**config.mk**
```make
export PLATFORM = sky130hd
export DESIGN_NAME = id_ex_pipe_reg
export DESIGN_NICKNAME = d
export VERILOG_FILES = /design/src/rtl/id_ex_pipe_reg.sv
export SDC_FILE = /design/constraint.sdc
export NUM_CORES = 1
export LEC_CHECK = 0
export BUFFER_PORTS_ARGS = -buffer_cell sky130_fd_sc_hd__buf_4
export CORE_AREA = 2 2 165 167
export DETAILED_ROUTE_END_ITERATION = 8
export DIE_AREA = 0 0 167 169
export GPL_ROUTABILITY_DRIVEN = 0
export GPL_TIMING_DRIVEN = 0
export SKIP_CTS_REPAIR_TIMING = 1
export SLEW_MARGIN = 30
export SYNTH_ARGS = -nofsm -noshare
export SYNTH_HDL_FRONTEND = slang
export SYNTH_SLANG_ARGS = --single-unit
```
**constraint.sdc**
```tcl
create_clock -name clk_i -period 5.11 [get_ports clk_i]
set_input_delay 0.2555 -clock clk_i [delete_from_list [all_inputs] [get_ports clk_i]]
set_output_delay 0.2555 -clock clk_i [all_outputs]
set_load 0.01 [all_outputs]
```
**src/rtl/id_ex_pipe_reg.sv**
```systemverilog
//------------------------------------------------------------------------------
// Module   : id_ex_pipe_reg
// Purpose  : ID/EX pipeline register and branch-stall arbiter. Captures the
//            forwarded operands and decoded control into EX, turns a branch
//            stall request into a single EX bubble while ID is held, honours
//            EX back-pressure and flush, and tracks the delay-slot flag that
//            is fed back to ID.
//            Optional: define ID_EX_PERF_CNT_EN to build the saturating
//            bubble/hold performance counters (otherwise tied to zero).
// Revision : 1.0 - initial release
//------------------------------------------------------------------------------
`default_nettype none

module id_ex_pipe_reg (
  input  logic        clk_i,
  input  logic        rst_i,
  input  logic        id_valid_i,
  input  logic [31:0] id_pc_i,
  input  logic [31:0] id_inst_i,
  input  logic [7:0]  id_aluop_i,
  input  logic [2:0]  id_alusel_i,
  input  logic [31:0] id_rdata1_i,
  input  logic [31:0] id_rdata2_i,
  input  logic        id_we_i,
  input  logic [4:0]  id_waddr_i,
  input  logic [31:0] id_link_addr_i,
  input  logic        id_next_in_delayslot_i,
  input  logic        branch_stall_i,
  input  logic        ex_stall_i,
  input  logic        flush_i,
  output logic        ex_valid_o,
  output logic [31:0] ex_pc_o,
  output logic [31:0] ex_inst_o,
  output logic [7:0]  ex_aluop_o,
  output logic [2:0]  ex_alusel_o,
  output logic [31:0] ex_rdata1_o,
  output logic [31:0] ex_rdata2_o,
  output logic        ex_we_o,
  output logic [4:0]  ex_waddr_o,
  output logic [31:0] ex_link_addr_o,
  output logic        ex_in_delayslot_o,
  output logic        id_in_delayslot_o,
  output logic        id_stall_o,
  output logic [31:0] bubble_cnt_o,
  output logic [31:0] hold_cnt_o
);

  // Per-cycle action, priority FLUSH > HOLD > BUBBLE > ADVANCE.
  logic w_flush;
  logic w_hold;
  logic w_bubble;
  logic w_advance;
  logic w_we_load;

  assign w_flush   = flush_i;
  assign w_hold    = ~flush_i & ex_stall_i;
  assign w_bubble  = ~flush_i & ~ex_stall_i & branch_stall_i;
  assign w_advance = ~flush_i & ~ex_stall_i & ~branch_stall_i;

  // A write is only real for a valid instruction targeting a non-zero register,
  // so the hazard unit never sees a live write to r0 or from an empty slot.
  assign w_we_load = id_valid_i & id_we_i & (id_waddr_i != 5'd0);

  assign id_stall_o = ~flush_i & (ex_stall_i | branch_stall_i);

  logic        r_valid;
  logic [31:0] r_pc;
  logic [31:0] r_inst;
  logic [7:0]  r_aluop;
  logic [2:0]  r_alusel;
  logic [31:0] r_rdata1;
  logic [31:0] r_rdata2;
  logic        r_we;
  logic [4:0]  r_waddr;
  logic [31:0] r_link_addr;
  logic        r_ex_in_ds;
  logic        r_id_in_ds;

  // EX-stage field register: cleared on flush/bubble, loaded on advance, held otherwise.
  always_ff @(posedge clk_i or posedge rst_i) begin
    if (rst_i) begin
      r_valid     <= 1'b0;
      r_pc        <= 32'd0;
      r_inst      <= 32'd0;
      r_aluop     <= 8'd0;
      r_alusel    <= 3'd0;
      r_rdata1    <= 32'd0;
      r_rdata2    <= 32'd0;
      r_we        <= 1'b0;
      r_waddr     <= 5'd0;
      r_link_addr <= 32'd0;
      r_ex_in_ds  <= 1'b0;
    end else if (w_flush || w_bubble) begin
      r_valid     <= 1'b0;
      r_pc        <= 32'd0;
      r_inst      <= 32'd0;
      r_aluop     <= 8'd0;
      r_alusel    <= 3'd0;
      r_rdata1    <= 32'd0;
      r_rdata2    <= 32'd0;
      r_we        <= 1'b0;
      r_waddr     <= 5'd0;
      r_link_addr <= 32'd0;
      r_ex_in_ds  <= 1'b0;
    end else if (w_advance) begin
      r_valid     <= id_valid_i;
      r_pc        <= id_pc_i;
      r_inst      <= id_inst_i;
      r_aluop     <= id_aluop_i;
      r_alusel    <= id_alusel_i;
      r_rdata1    <= id_rdata1_i;
      r_rdata2    <= id_rdata2_i;
      r_we        <= w_we_load;
      r_waddr     <= id_waddr_i;
      r_link_addr <= id_link_addr_i;
      r_ex_in_ds  <= r_id_in_ds;
    end
  end

  // Delay-slot flag fed back to ID: set when a branch/jump leaves ID, held across stalls.
  always_ff @(posedge clk_i or posedge rst_i) begin
    if (rst_i) begin
      r_id_in_ds <= 1'b0;
    end else if (w_flush) begin
      r_id_in_ds <= 1'b0;
    end else if (w_advance) begin
      r_id_in_ds <= id_valid_i & id_next_in_delayslot_i;
    end
  end

  assign ex_valid_o        = r_valid;
  assign ex_pc_o           = r_pc;
  assign ex_inst_o         = r_inst;
  assign ex_aluop_o        = r_aluop;
  assign ex_alusel_o       = r_alusel;
  assign ex_rdata1_o       = r_rdata1;
  assign ex_rdata2_o       = r_rdata2;
  assign ex_we_o           = r_we;
  assign ex_waddr_o        = r_waddr;
  assign ex_link_addr_o    = r_link_addr;
  assign ex_in_delayslot_o = r_ex_in_ds;
  assign id_in_delayslot_o = r_id_in_ds;

`ifdef ID_EX_PERF_CNT_EN
  localparam logic [31:0] c_CNT_MAX = 32'hFFFF_FFFF;

  logic [31:0] r_bubble_cnt;
  logic [31:0] r_hold_cnt;

  // Saturating bubble/hold counters; only reset clears them, flush does not.
  always_ff @(posedge clk_i or posedge rst_i) begin
    if (rst_i) begin
      r_bubble_cnt <= 32'd0;
      r_hold_cnt   <= 32'd0;
    end else begin
      if (w_bubble && (r_bubble_cnt != c_CNT_MAX)) begin
        r_bubble_cnt <= r_bubble_cnt + 32'd1;
      end
      if (w_hold && (r_hold_cnt != c_CNT_MAX)) begin
        r_hold_cnt <= r_hold_cnt + 32'd1;
      end
    end
  end

  assign bubble_cnt_o = r_bubble_cnt;
  assign hold_cnt_o   = r_hold_cnt;
`else
  assign bubble_cnt_o = 32'd0;
  assign hold_cnt_o   = 32'd0;
`endif

endmodule

`default_nettype wire

```
==> out/metrics.yaml <==
synthesis:
  netlist_area_um2: 6790
  syn_area_per_cell_um2: 14.4
  synth_fa_ha_area_share_pct: 0
  ys_seq_area_share_pct: 66.3
  synth_seq_cells: 180
  synth-simple-area-share_pct: 0.663
  synth_xor_area_share_pct: 0
  syn_inst: 472
  yosys.cell_types.count: 14
  yosysWarnings: 0
  synth_compound_area_share_pct: 23.2
  synth_mux_area_share_pct: 0
  synth_top_family_by_area: "compound AO/OA/AOI/OAI gates"
clocking:
  cts_root_buf: "clkbuf_16"
  cts_made_buffers: 17
  cts_tree: "done"
  clk_path_buf_depth: 2
  clk_latency_ns: 0.43
  cts.clk_slew.worst_paths_ns: 0.08
  htree_num_levels: 4
  clock-sinks: 180
hold_path:
  min_path_type: "input pin to register"
setup_path:
  cp_top_family: "buffers and inverters"
  crit_chain: "buf_4 > nor3_4 > buf_2 > buf_2 > a22o_1"
  critPathCaptureType: "register"
  path_max_fanout: 10
  arrival_ns: 1.72
  worst_path_most_repeated_cell: "buf_2"
  cpPeakStageDelay_ns: 0.39
  setup.worst_path.start_class: "input pin"
  slowest_stage: "nor3_4"
  crit_buf_inv: 3
  worstSetupPathType: "input pin to register"
  worstPathRequired_ns: 5.46
sta:
  clock_skew_ns: 0.00710
  fmax_mhz: 728
  fin_ws_ns: 3.74
  rsz0062_at_grt: "no"
  relSlewSlack_pct: 64.5
  setup_tns_ns: 0
  worst-slew-pin-transition_ns: 0.533
  post-route-period-util_pct: 26.9
  final-hold-violation-count: 0
  slew_viol_final: 0
  finalCriticalPeriod_ns: 1.37
  setup_violations: 0
placed_design:
  post-place-ws_ns: 3.16
  dp.cells: 1247
  hpwlAfterDp_mm: 17.3
  io_buffers: 364
finish:
  mostFrequentLayoutCells: "buf_4 (428), dfrtp_1 (180), a22o_1 (178), conb_1 (64), buf_2 (25)"
  fin_util_pct: 41.3
  fin_nets: 1110
  n_antenna_cell: 0
  final_cells: 1278
  final_common_cell: "buf_4"
  area_growth_pct: 61.1
  drive_gt1_share_pct: 52.5
grt:
  grt_max_degree: 31
  grt_pass1_wl_mm: 33.6
  grt_pass1_vias: 5642
  met1_usage_pct: 19.3
  grt-ovfl-total: 0
  met2_usage_pct: 25.6
  busiest_layer: "met2"
  use_met3_pct: 4.49
  antenna_found_initial: 0
  grtUsageTotal_pct: 15.4
power:
  ir_drop_mv: 0.163
  cellPowerDensity_nw_per_um2: 299
  total_power_mw: 3.27
  p_leak_nw: 5.99
route:
  drt_iter0_drc: 247
  wirelength_mm: 22.4
  dr.pass1.iters: 7
  wl_per_cell_um: 17.6
  dr_total_vias: 5515
  via_per_inst: 4.32
  drc: 0
  antenna_left: 0
die:
  initial_core_util_pct: 25.6
  ios: 429
  die_h_um: 169
  row_count: 60
  die_area_um2: 28200
  die_w_um: 167
  core_um2: 26500
run:
  drv_cap: 0
status:
  run_status: "finished clean"
[layer usage]
layer | vias up | share of wire, %
li1 | 2554 | -
met1 | 2664 | 42
met2 | 283 | 49
met3 | 14 | 8.0
met4 | 0 | 1.3
met5 | - | 0
[cells in the mapped netlist, drive strengths merged]
cell / count / area (um2)
buf: 89 / 606
nor3: 1 / 16.3
nor2: 2 / 7.51
inv: 1 / 3.75
o2111ai: 1 / 8.76
dfrtp: 180 / 4500
a22o: 178 / 1560
a32o: 1 / 10.0
nand2: 2 / 7.51
or4: 1 / 7.51
conb: 1 / 3.75
nor2b: 1 / 6.26
clkbuf: 14 / 52.6
[per-stage QoR]
step	instance area, um2	hold slack, ns
4_1_cts	10900	-0.148
3_3_place_gp	10200	0.457
5_1_grt	10900	0.00609
6_report	10900	0.0338
3_5_place_dp	10300	0.320
2_1_floorplan	7030	0.388
[power by group]
group	leakage [nW]	total, mW	internal, mW	switching (mW)
Sequential	2.46	1.51	1.48	0.0331
Clock	0.273	1.32	0.739	0.586
Combinational	3.26	0.438	0.241	0.197
[flip-flops by register name, summed over array words and instances, names as in the netlist]
signal / flops
ex_aluop_o: 8
ex_alusel_o: 3
ex_in_delayslot_o: 1
ex_inst_o: 32
ex_link_addr_o: 32
ex_pc_o: 32
ex_rdata1_o: 32
ex_rdata2_o: 32
ex_valid_o: 1
ex_waddr_o: 5
ex_we_o: 1
id_in_delayslot_o: 1
[kinds of logic after synthesis]
logic type	count (synthesis)
buf+inv	104
simple gates	7
other cells	1
flops	180
compound gates	180
[final timing paths]
path                                  from         endpoint  slack [ns]  depth (start not counted)
min reg2reg                        ex_we_o          ex_we_o        0.48                          2
min in group asynchronous            rst_i  ex_rdata2_o[13]        0.42                          3
max reg2reg                ex_rdata1_o[16]  ex_rdata1_o[16]        4.34                          1
min                         id_rdata2_i[0]   ex_rdata2_o[0]        0.03                          2
max in group asynchronous            rst_i    ex_inst_o[16]        3.78                          6
max                             ex_stall_i       ex_pc_o[8]        3.74                          5
[area by class of cell]
class / count / area [um2]
plain buffers: 103 / 658
clock buffers: 18 / 439
clock inverters: 12 / 145
fillers: 2565 / 15600
inverters: 1 / 7.51
multi-input cells: 251 / 1860
flip-flops and latches: 180 / 4500
well taps: 341 / 427
repair buffers: 372 / 2900
Note: power is estimated with default switching activity, not from simulation.
